--- src/rtl/mac_sequencer.sv ---
// Streams two vectors as read beats into a multiply-accumulate datapath and
// captures its dot-product result, tracking in-flight reads and protocol errors.
module mac_sequencer #(
  parameter int unsigned VECTOR_SIZE     = 8,
  parameter int unsigned DATA_WIDTH      = 32,
  parameter int unsigned LEN_WIDTH       = 16,
  parameter int unsigned ADDR_WIDTH      = 16,
  parameter int unsigned MAX_OUTSTANDING = 4
) (
  input  logic                              clkIn,
  input  logic                              rstIn,
  input  logic                              startIn,
  input  logic [LEN_WIDTH-1:0]              lengthIn,
  input  logic [ADDR_WIDTH-1:0]             addrAIn,
  input  logic [ADDR_WIDTH-1:0]             addrBIn,
  output logic                              busyOut,
  output logic                              doneOut,
  output logic [DATA_WIDTH-1:0]             resultOut,
  output logic                              rdReqOut,
  output logic [ADDR_WIDTH-1:0]             rdAddrAOut,
  output logic [ADDR_WIDTH-1:0]             rdAddrBOut,
  input  logic                              rdGntIn,
  input  logic                              rdValidIn,
  input  logic [VECTOR_SIZE*DATA_WIDTH-1:0] rdDataAIn,
  input  logic [VECTOR_SIZE*DATA_WIDTH-1:0] rdDataBIn,
  output logic [VECTOR_SIZE*DATA_WIDTH-1:0] macDataAOut,
  output logic [VECTOR_SIZE*DATA_WIDTH-1:0] macDataBOut,
  output logic [VECTOR_SIZE-1:0]            macValidOut,
  output logic                              macLastOut,
  input  logic [DATA_WIDTH-1:0]             macResultIn,
  input  logic                              macResultValidIn,
  output logic                              errorOut
);

  localparam int unsigned BUS_W = VECTOR_SIZE * DATA_WIDTH;
  localparam int unsigned OUT_W = $clog2(MAX_OUTSTANDING + 1);

  typedef enum logic [1:0] {IDLE, RUN, WAIT_RES, DONE} state_t;

  state_t                state, state_n;
  logic [LEN_WIDTH-1:0]  beats, beats_n, issued, issued_n, returned, returned_n;
  logic [OUT_W-1:0]      outstanding, outstanding_n;
  logic [ADDR_WIDTH-1:0] addr_a, addr_a_n, addr_b, addr_b_n;
  logic [VECTOR_SIZE-1:0] last_mask, last_mask_n;

  logic                   busy_n, done_n, rd_req_n, mac_last_n, error_n;
  logic [DATA_WIDTH-1:0]  result_n;
  logic [ADDR_WIDTH-1:0]  rd_addr_a_n, rd_addr_b_n;
  logic [BUS_W-1:0]       mac_data_a_n, mac_data_b_n;
  logic [VECTOR_SIZE-1:0] mac_valid_n;

  logic [LEN_WIDTH-1:0]   len_rem, beats_c;
  logic [VECTOR_SIZE-1:0] mask_c;
  logic                   accept, ret_ok;

  // Job geometry: beat count and the lane mask used on the final beat.
  always_comb begin
    len_rem = lengthIn % LEN_WIDTH'(VECTOR_SIZE);
    beats_c = (lengthIn / LEN_WIDTH'(VECTOR_SIZE)) + LEN_WIDTH'(len_rem != '0);
    mask_c  = '0;
    for (int unsigned i = 0; i < VECTOR_SIZE; i++) begin
      mask_c[i] = (len_rem == '0) || (LEN_WIDTH'(i) < len_rem);
    end
  end

  // Next-state and registered-output values.
  always_comb begin
    state_n      = state;
    beats_n      = beats;
    issued_n     = issued;
    returned_n   = returned;
    addr_a_n     = addr_a;
    addr_b_n     = addr_b;
    last_mask_n  = last_mask;
    result_n     = resultOut;
    error_n      = errorOut;
    mac_data_a_n = '0;
    mac_data_b_n = '0;
    mac_valid_n  = '0;
    mac_last_n   = 1'b0;

    accept = (state == RUN) && rdReqOut && rdGntIn;
    ret_ok = rdValidIn && (outstanding != '0);

    // Protocol violations are flagged and otherwise dropped.
    if (rdValidIn && !ret_ok) error_n = 1'b1;
    if (macResultValidIn && (state != WAIT_RES)) error_n = 1'b1;

    case (state)
      IDLE: begin
        if (startIn) begin
          addr_a_n    = addrAIn;
          addr_b_n    = addrBIn;
          beats_n     = beats_c;
          last_mask_n = mask_c;
          issued_n    = '0;
          returned_n  = '0;
          if (lengthIn == '0) begin
            result_n = '0;
            state_n  = DONE;
          end else begin
            state_n = RUN;
          end
        end
      end
      RUN: begin
        if (accept) issued_n = issued + LEN_WIDTH'(1);
        if (ret_ok) begin
          returned_n   = returned + LEN_WIDTH'(1);
          mac_data_a_n = rdDataAIn;
          mac_data_b_n = rdDataBIn;
          mac_last_n   = (returned_n == beats);
          mac_valid_n  = mac_last_n ? last_mask : '1;
          if (mac_last_n) state_n = WAIT_RES;
        end
      end
      WAIT_RES: begin
        if (macResultValidIn) begin
          result_n = macResultIn;
          state_n  = DONE;
        end
      end
      DONE: state_n = IDLE;
      default: state_n = IDLE;
    endcase

    outstanding_n = outstanding + OUT_W'(accept) - OUT_W'(ret_ok);

    busy_n      = (state_n != IDLE);
    done_n      = (state_n == DONE);
    rd_req_n    = (state_n == RUN) && (issued_n < beats_n) &&
                  (outstanding_n < OUT_W'(MAX_OUTSTANDING));
    rd_addr_a_n = rd_req_n ? addr_a_n + ADDR_WIDTH'(issued_n) : '0;
    rd_addr_b_n = rd_req_n ? addr_b_n + ADDR_WIDTH'(issued_n) : '0;
  end

  always_ff @(posedge clkIn or negedge rstIn) begin
    if (!rstIn) begin
      state       <= IDLE;
      beats       <= '0;
      issued      <= '0;
      returned    <= '0;
      outstanding <= '0;
      addr_a      <= '0;
      addr_b      <= '0;
      last_mask   <= '0;
      busyOut     <= 1'b0;
      doneOut     <= 1'b0;
      resultOut   <= '0;
      rdReqOut    <= 1'b0;
      rdAddrAOut  <= '0;
      rdAddrBOut  <= '0;
      macDataAOut <= '0;
      macDataBOut <= '0;
      macValidOut <= '0;
      macLastOut  <= 1'b0;
      errorOut    <= 1'b0;
    end else begin
      state       <= state_n;
      beats       <= beats_n;
      issued      <= issued_n;
      returned    <= returned_n;
      outstanding <= outstanding_n;
      addr_a      <= addr_a_n;
      addr_b      <= addr_b_n;
      last_mask   <= last_mask_n;
      busyOut     <= busy_n;
      doneOut     <= done_n;
      resultOut   <= result_n;
      rdReqOut    <= rd_req_n;
      rdAddrAOut  <= rd_addr_a_n;
      rdAddrBOut  <= rd_addr_b_n;
      macDataAOut <= mac_data_a_n;
      macDataBOut <= mac_data_b_n;
      macValidOut <= mac_valid_n;
      macLastOut  <= mac_last_n;
      errorOut    <= error_n;
    end
  end

endmodule

--- config.mk ---
export PLATFORM = sky130hd
export DESIGN_NAME = mac_sequencer
export DESIGN_NICKNAME = d
export VERILOG_FILES = /design/src/rtl/mac_sequencer.sv
export SDC_FILE = /design/constraint.sdc
export NUM_CORES = 1
export LEC_CHECK = 0
export ABC_AREA = 1
export BUFFER_PORTS_ARGS = -buffer_cell sky130_fd_sc_hd__buf_2
export CAP_MARGIN = 0
export CORE_AREA = 2 2 457 459
export CTS_BUF_LIST = sky130_fd_sc_hd__clkbuf_8
export CTS_CLUSTER_SIZE = 12
export DETAILED_ROUTE_END_ITERATION = 6
export DIE_AREA = 0 0 459 461
export HOLD_SLACK_MARGIN = 0.02
export SYNTH_ARGS = -nofsm -noshare
export SYNTH_HDL_FRONTEND = slang
export SYNTH_SLANG_ARGS = --single-unit
--- constraint.sdc ---
create_clock -name clkIn -period 6.8 [get_ports clkIn]
set_input_delay 0.34 -clock clkIn [delete_from_list [all_inputs] [get_ports clkIn]]
set_output_delay 0.34 -clock clkIn [all_outputs]
set_load 0.02 [all_outputs]
# Word-level counts from Yosys, hierarchy flattened
# Index checks and enable logic that the tools add are counted.
# W data, S select, Z words.
# totals
reg_bits	682
in_bits	598
word_cells	110
out_inout_bits	589
# classes
n_lt_le_gt_ge	10
eq_ne	11
muxes	35
n_addsub	7
reduce_logical	28
# ops
operator	n
$mux W256	4
$mux W16	12
$mux W32	3
$pmux W16 S2	2
$pmux W32 S2	1
$add A16 B1 Y16 const B	2
$add A16 B16 Y16	2
$logic_not A16 Y1	2
$mux W8	3
$eq A16 B16 Y1	1
$lt A16 B16 Y1	1
$reduce_bool A16 Y1	1
$add A13 B1 Y14	1
$lt A3 B3 Y1 const A	4
$mux W2	5
$ne A2 B2 Y1 const B	5
$logic_or A1 B1 Y1	8
$pmux W2 S4	1
$reduce_bool A2 Y1	4
$logic_and A1 B1 Y1	7
$eq A2 B2 Y1 const B	3
$lt A1 B3 Y1 const A	2
$lt A2 B3 Y1 const A	2
$eq A2 B1 Y1 const B	2
other kinds (10)	13

# Longest topological paths before layout
# logic_depth
word_depth	9
ltp_mapped	25
mapped_depth_nobuf	24

# Worst setup path before layout
# OpenSTA, ideal clock, no wires.
# synth_timing
path_type	register to register
start	reg state[1]
end	reg rdAddrBOut[12]
path_stages_with_launch	18
setup_time_ps	120
synth_period_minus_slack_ps	3428
required_time_ps	6680
path_slack_ps	3372
t_arrival_ps	3307
path_cell_list	dfrtp_1 nor2_1 nand2_1 inv_1 clkbuf_1 buf_1 nand2_1 nand2_1 ha_1 inv_1 fa_1 o21ai_0 a21boi_0 o21ai_0 a21boi_0 o21ai_0 xor2_1 nor2_2
# synth_between
word_cells_on_any_way	24
# synth_lines
element	line_no	rtl
start, declared	40	state_t state, state_n;
start signal, assigned	159	state <= state_n;
$logic_not A2 Y1	89	case (state)
$mux W16	89	
via addr_b_n[0]	43	logic [ADDR_WIDTH-1:0] addr_a, addr_a_n, addr_b, addr_b_n;
$add A16 B16 Y16	134	rd_addr_b_n = rd_req_n ? addr_b_n + ADDR_WIDTH'(issued_n) : '0;
$mux W16	134	
via rd_addr_b_n[12]	48	logic [ADDR_WIDTH-1:0] rd_addr_a_n, rd_addr_b_n;
end signal, assigned	172	rdAddrBOut <= rd_addr_b_n;
end, declared	21	output logic [ADDR_WIDTH-1:0] rdAddrBOut,
# The timed path passes the listed nets, and every way through them passes these cells.
# A chain may end at the register's enable or synchronous reset.

# Worst setup path in the final report
# layout_timing
start	reg state[1]
end	reg rdAddrBOut[2]
# layout_between
word_cells_on_any_way	24
# layout_lines
element	line_no	rtl
$logic_not A2 Y1	89	
$mux W16	89	
via beats_n[6]	41	logic [LEN_WIDTH-1:0] beats, beats_n, issued, issued_n, returned, returned_n;
$lt A16 B16 Y1	131	rd_req_n = (state_n == RUN) && (issued_n < beats_n) &&
$logic_and A1 B1 Y1 (2 in a row)	131	
$mux W16	134	
via rd_addr_b_n[2]	48	
# The timed path passes the listed nets, and every way through them passes these cells.

==> impl_metrics.csv <==
group,metric,value,unit
status,status,"finished clean",
critical_path,worstSetupEndpointType,"register",
routing,ant_nets,0,
sta,rsz0062_at_grt,"false",
grt,grt_antenna_before_repair,127,
critical_path,worstSetupPathType,"register to register",
yosys,yosys-top-cells-area,"dfrtp_1, nand2_1, nor2_1, inv_1, ha_1",
routing,via_per_inst,3.685,
power_and_ir_drop,leakage,23.69,nW
grt,grt-ovfl-total,0,
placed_design,place.gp.congestion,0.9431,
routing,routed-via-count,27510,
yosys,synth.avg_cell_area,9.467,sq um
sta,finalSetupTns,0,ns
floorplan,io_pins,1187,
sta,clock.fmax,218.5,MHz
yosys,yosysWarnings,0,
routing,wl_per_cell,23.07,um
cells_and_area,filler_cell_count,22730,
job,maxCapViolCount,0,
power_and_ir_drop,clkPwrFrac,0.290,
floorplan,fp.dieW,459,um
yosys,synth_nets,3440,
power_and_ir_drop,power_switching,0.006722,W
floorplan,start_util,0.1279,
clock_network,clk_path_buf_depth,3,
grt,grt_pass1_wl,228800,um
sta,min_period_over_period,0.6730,
clock_network,cts_inserted_buffers,139,
cells_and_area,final_core_util,0.2158,
grt,grtUsageTotal,0.1567,
routing,first_pass_iters,5,
floorplan,core,206400,sq um
routing,drc_errors,0,
floorplan,die_h,461,um
floorplan,rows,167,
power_and_ir_drop,pwr-share-comb,0.368,
grt,grt_pass1_vias,28210,
yosys,synth.top_cell.area_share,0.6466,
power_and_ir_drop,ir_worst_vdd,0.2297,mV
routing,routed_wl,172200,um
placed_design,numPortBuffers,1186,
yosys,ys_ff_latch,682,
critical_path,cp-startpoint,"state[1]$_DFF_PN0_",
cells_and_area,layout_common_cells,"buf_2, nand2_1, dfrtp_1",
yosys,netlist_instances,2788,
clock_network,clock-sinks,682,
yosys,yosys.area.top_type,"dfrtp_1",
routing,drtIter0Drc,1930,
power_and_ir_drop,p_seq_frac,0.342,
worst_hold_path,min_from,"lengthIn[3]",
sta,worst-slew-pin-transition,1.160,ns
critical_path,cp_max_fo,34,
power_and_ir_drop,switching_share,0.4206,
clock_network,clk_latency,0.89,ns
clock_network,cts_tree,"done",
cells_and_area,final_common_cell,"buf_2",
floorplan,dieArea,211600,sq um
cells_and_area,syn2layout_area_growth,68.82,%
critical_path,worstPathRequired,7.59,ns
yosys,syn-cell-area,26390,sq um
sta,period_minus_slack,4.576,ns
yosys,synthDistinctLibCells,42,
clock_network,clk_pin_slew,0.05,ns
power_and_ir_drop,power.density,358.7,nW/um^2
sta,fin_skew,0.03105,ns
worst_hold_path,hp-class,"input port to register",
power_and_ir_drop,p_int,0.009261,W
yosys,yosysSeqAreaShare,0.6466,
critical_path,arrival,5.36,ns
sta,maxSlewViolCount,0,
cells_and_area,nets,5258,
yosys,synthArstFlopShare,1.000,
sta,max-slew-margin-rel,0.2260,
clock_network,root_buffer,"clkbuf_8",
grt,grt_max_degree,145,
sta,hold_violations,0,
critical_path,start_kind,"register",
yosys,synthFlopType,"dfrtp_1",
critical_path,r2r_start,"state[1]$_DFF_PN0_",
yosys,synth-edff-count,0,
sta,setup_viol,0,
cells_and_area,drive_above_1_share,0.3133,
placed_design,dp_hpwl,137500,um
clock_network,ctsHtreeMaxLevel,4,
layer usage:
| layer | up-vias | global-route usage | wire length (um) |
|---|---|---|---|
| met5 | - | 0.005741 | 515 |
| li1 | 12320 | - | - |
| met4 | 56 | 0.06594 | 7915 |
| met3 | 402 | 0.06726 | 18590 |
| met2 | 1547 | 0.2375 | 74060 |
| met1 | 13190 | 0.1929 | 71130 |
power groups by stage:
stage / clock [W] / sequential (W) / combinational, W
after global routing: 0.00501 / 0.00555 / 0.00639
final: 0.00463 / 0.00546 / 0.00589
after floorplan: 0 / 0.00629 / 0.00231
after detailed placement: 0 / 0.00552 / 0.00559
after global placement: 0 / 0.00552 / 0.00553
after CTS: 0.00484 / 0.00547 / 0.00594
per-stage QoR:
step / hold slack, ns / area (sq um) / total power (W) / worst slack, ns / cells
floorplan: 0.04441 / 26390 / 0.008606 / 3.372 / 2788
global placement: 0.4517 / 35430 / 0.01105 / 2.667 / 6564
detailed placement: 0.4515 / 35430 / 0.01111 / 2.560 / 6564
CTS: 0.02205 / 44440 / 0.01625 / 2.153 / 7415
global route: 0.1092 / 44490 / 0.01695 / 1.839 / 7436
finish: 0.1681 / 44560 / 0.01598 / 2.224 / 7464
area by class of cell:
class	count	area, sq um	area share
Clock buffer	170	2340	0.05251
Antenna cell	49	122.6	0.002752
Sequential cell	682	17070	0.3830
Tap cell	2704	3383	0.07593
Timing Repair Buffer	1817	12250	0.2750
Multi-Input combinational cell	1782	8095	0.1817
Inverter	184	705.7	0.01584
Clock inverter	76	593.1	0.01331
registers in the layout, summed over array words and instances, names as in the netlist, 2 cells and up:
signal,count
addr_a,16
addr_b,16
beats,16
issued,16
last_mask,8
macDataAOut,256
macDataBOut,256
macValidOut,8
outstanding,3
rdAddrAOut,16
rdAddrBOut,16
resultOut,32
returned,16
state,2
critical path, cell delays in order (launching register included):
cell and delay, ns:
dfrtp_1 0.42, nor2_1 0.14, nand2_2 0.07, inv_1 0.83, buf_4 0.43, nand3_1 0.10
dlygate4sd3_1 0.56, o21ai_0 0.11, inv_1 0.08, ha_1 0.29, nand2_1 0.09, nor2_1 0.05
a211oi_1 0.18, nand2_1 0.11, a21oi_1 0.23, nand3_4 0.50, nor2_2 0.26
logic make-up after synthesis:
| logic type | share of synthesized area |
|---|---|
| flops | 0.6466 |
| compound gates | 0.03835 |
| buf+inv | 0.04750 |
| xor+xnor | 0.01280 |
| simple gates | 0.2283 |
| fa+ha+maj | 0.02645 |
Yosys cell counts, types with 3 or more instances:
cell type	n
a31oi_1	5
fa_1	3
a21oi_1	45
buf_1	3
nor2_4	4
dfrtp_1	682
o31ai_1	3
inv_2	6
o21ai_0	94
nand2_1	769
xor2_1	33
nand3b_1	6
nor2_1	564
nor2_2	32
buf_2	3
nand2_2	4
buf_8	3
clkbuf_1	131
nand4_1	18
nor4_1	3
inv_1	178
nand3_1	86
or2_2	5
xnor2_1	3
a21o_1	5
o21a_1	5
nor3_1	12
ha_1	51
a21boi_0	4
o22ai_1	11
worst paths after layout:
| check | cells after the start | endpoint | slack, ns |
|---|---|---|---|
| worst max-delay path | 16 | rdAddrBOut[2]$_DFF_PN0_ | 2.22 |
| worst min-delay path | 6 | state[1]$_DFF_PN0_ | 0.17 |
| worst max register to register | 16 | rdAddrBOut[2]$_DFF_PN0_ | 2.22 |
| worst min register to register | 2 | last_mask[3]$_DFFE_PN0P_ | 0.48 |
| max in group asynchronous | 5 | resultOut[4]$_DFFE_PN0P_ | 4.53 |
| min in group asynchronous | 3 | macDataAOut[105]$_DFF_PN0_ | 0.61 |
timing repair:
| item | CTS | global route |
|---|---|---|
| setup buffers | 0 | 0 |
| hold buffers | 605 | 0 |
| setup endpoints to repair | 0 | 0 |
| gates resized for setup | 0 | 0 |
| hold endpoints to repair | 734 | 0 |
Note: power is estimated with default switching activity, not from simulation.
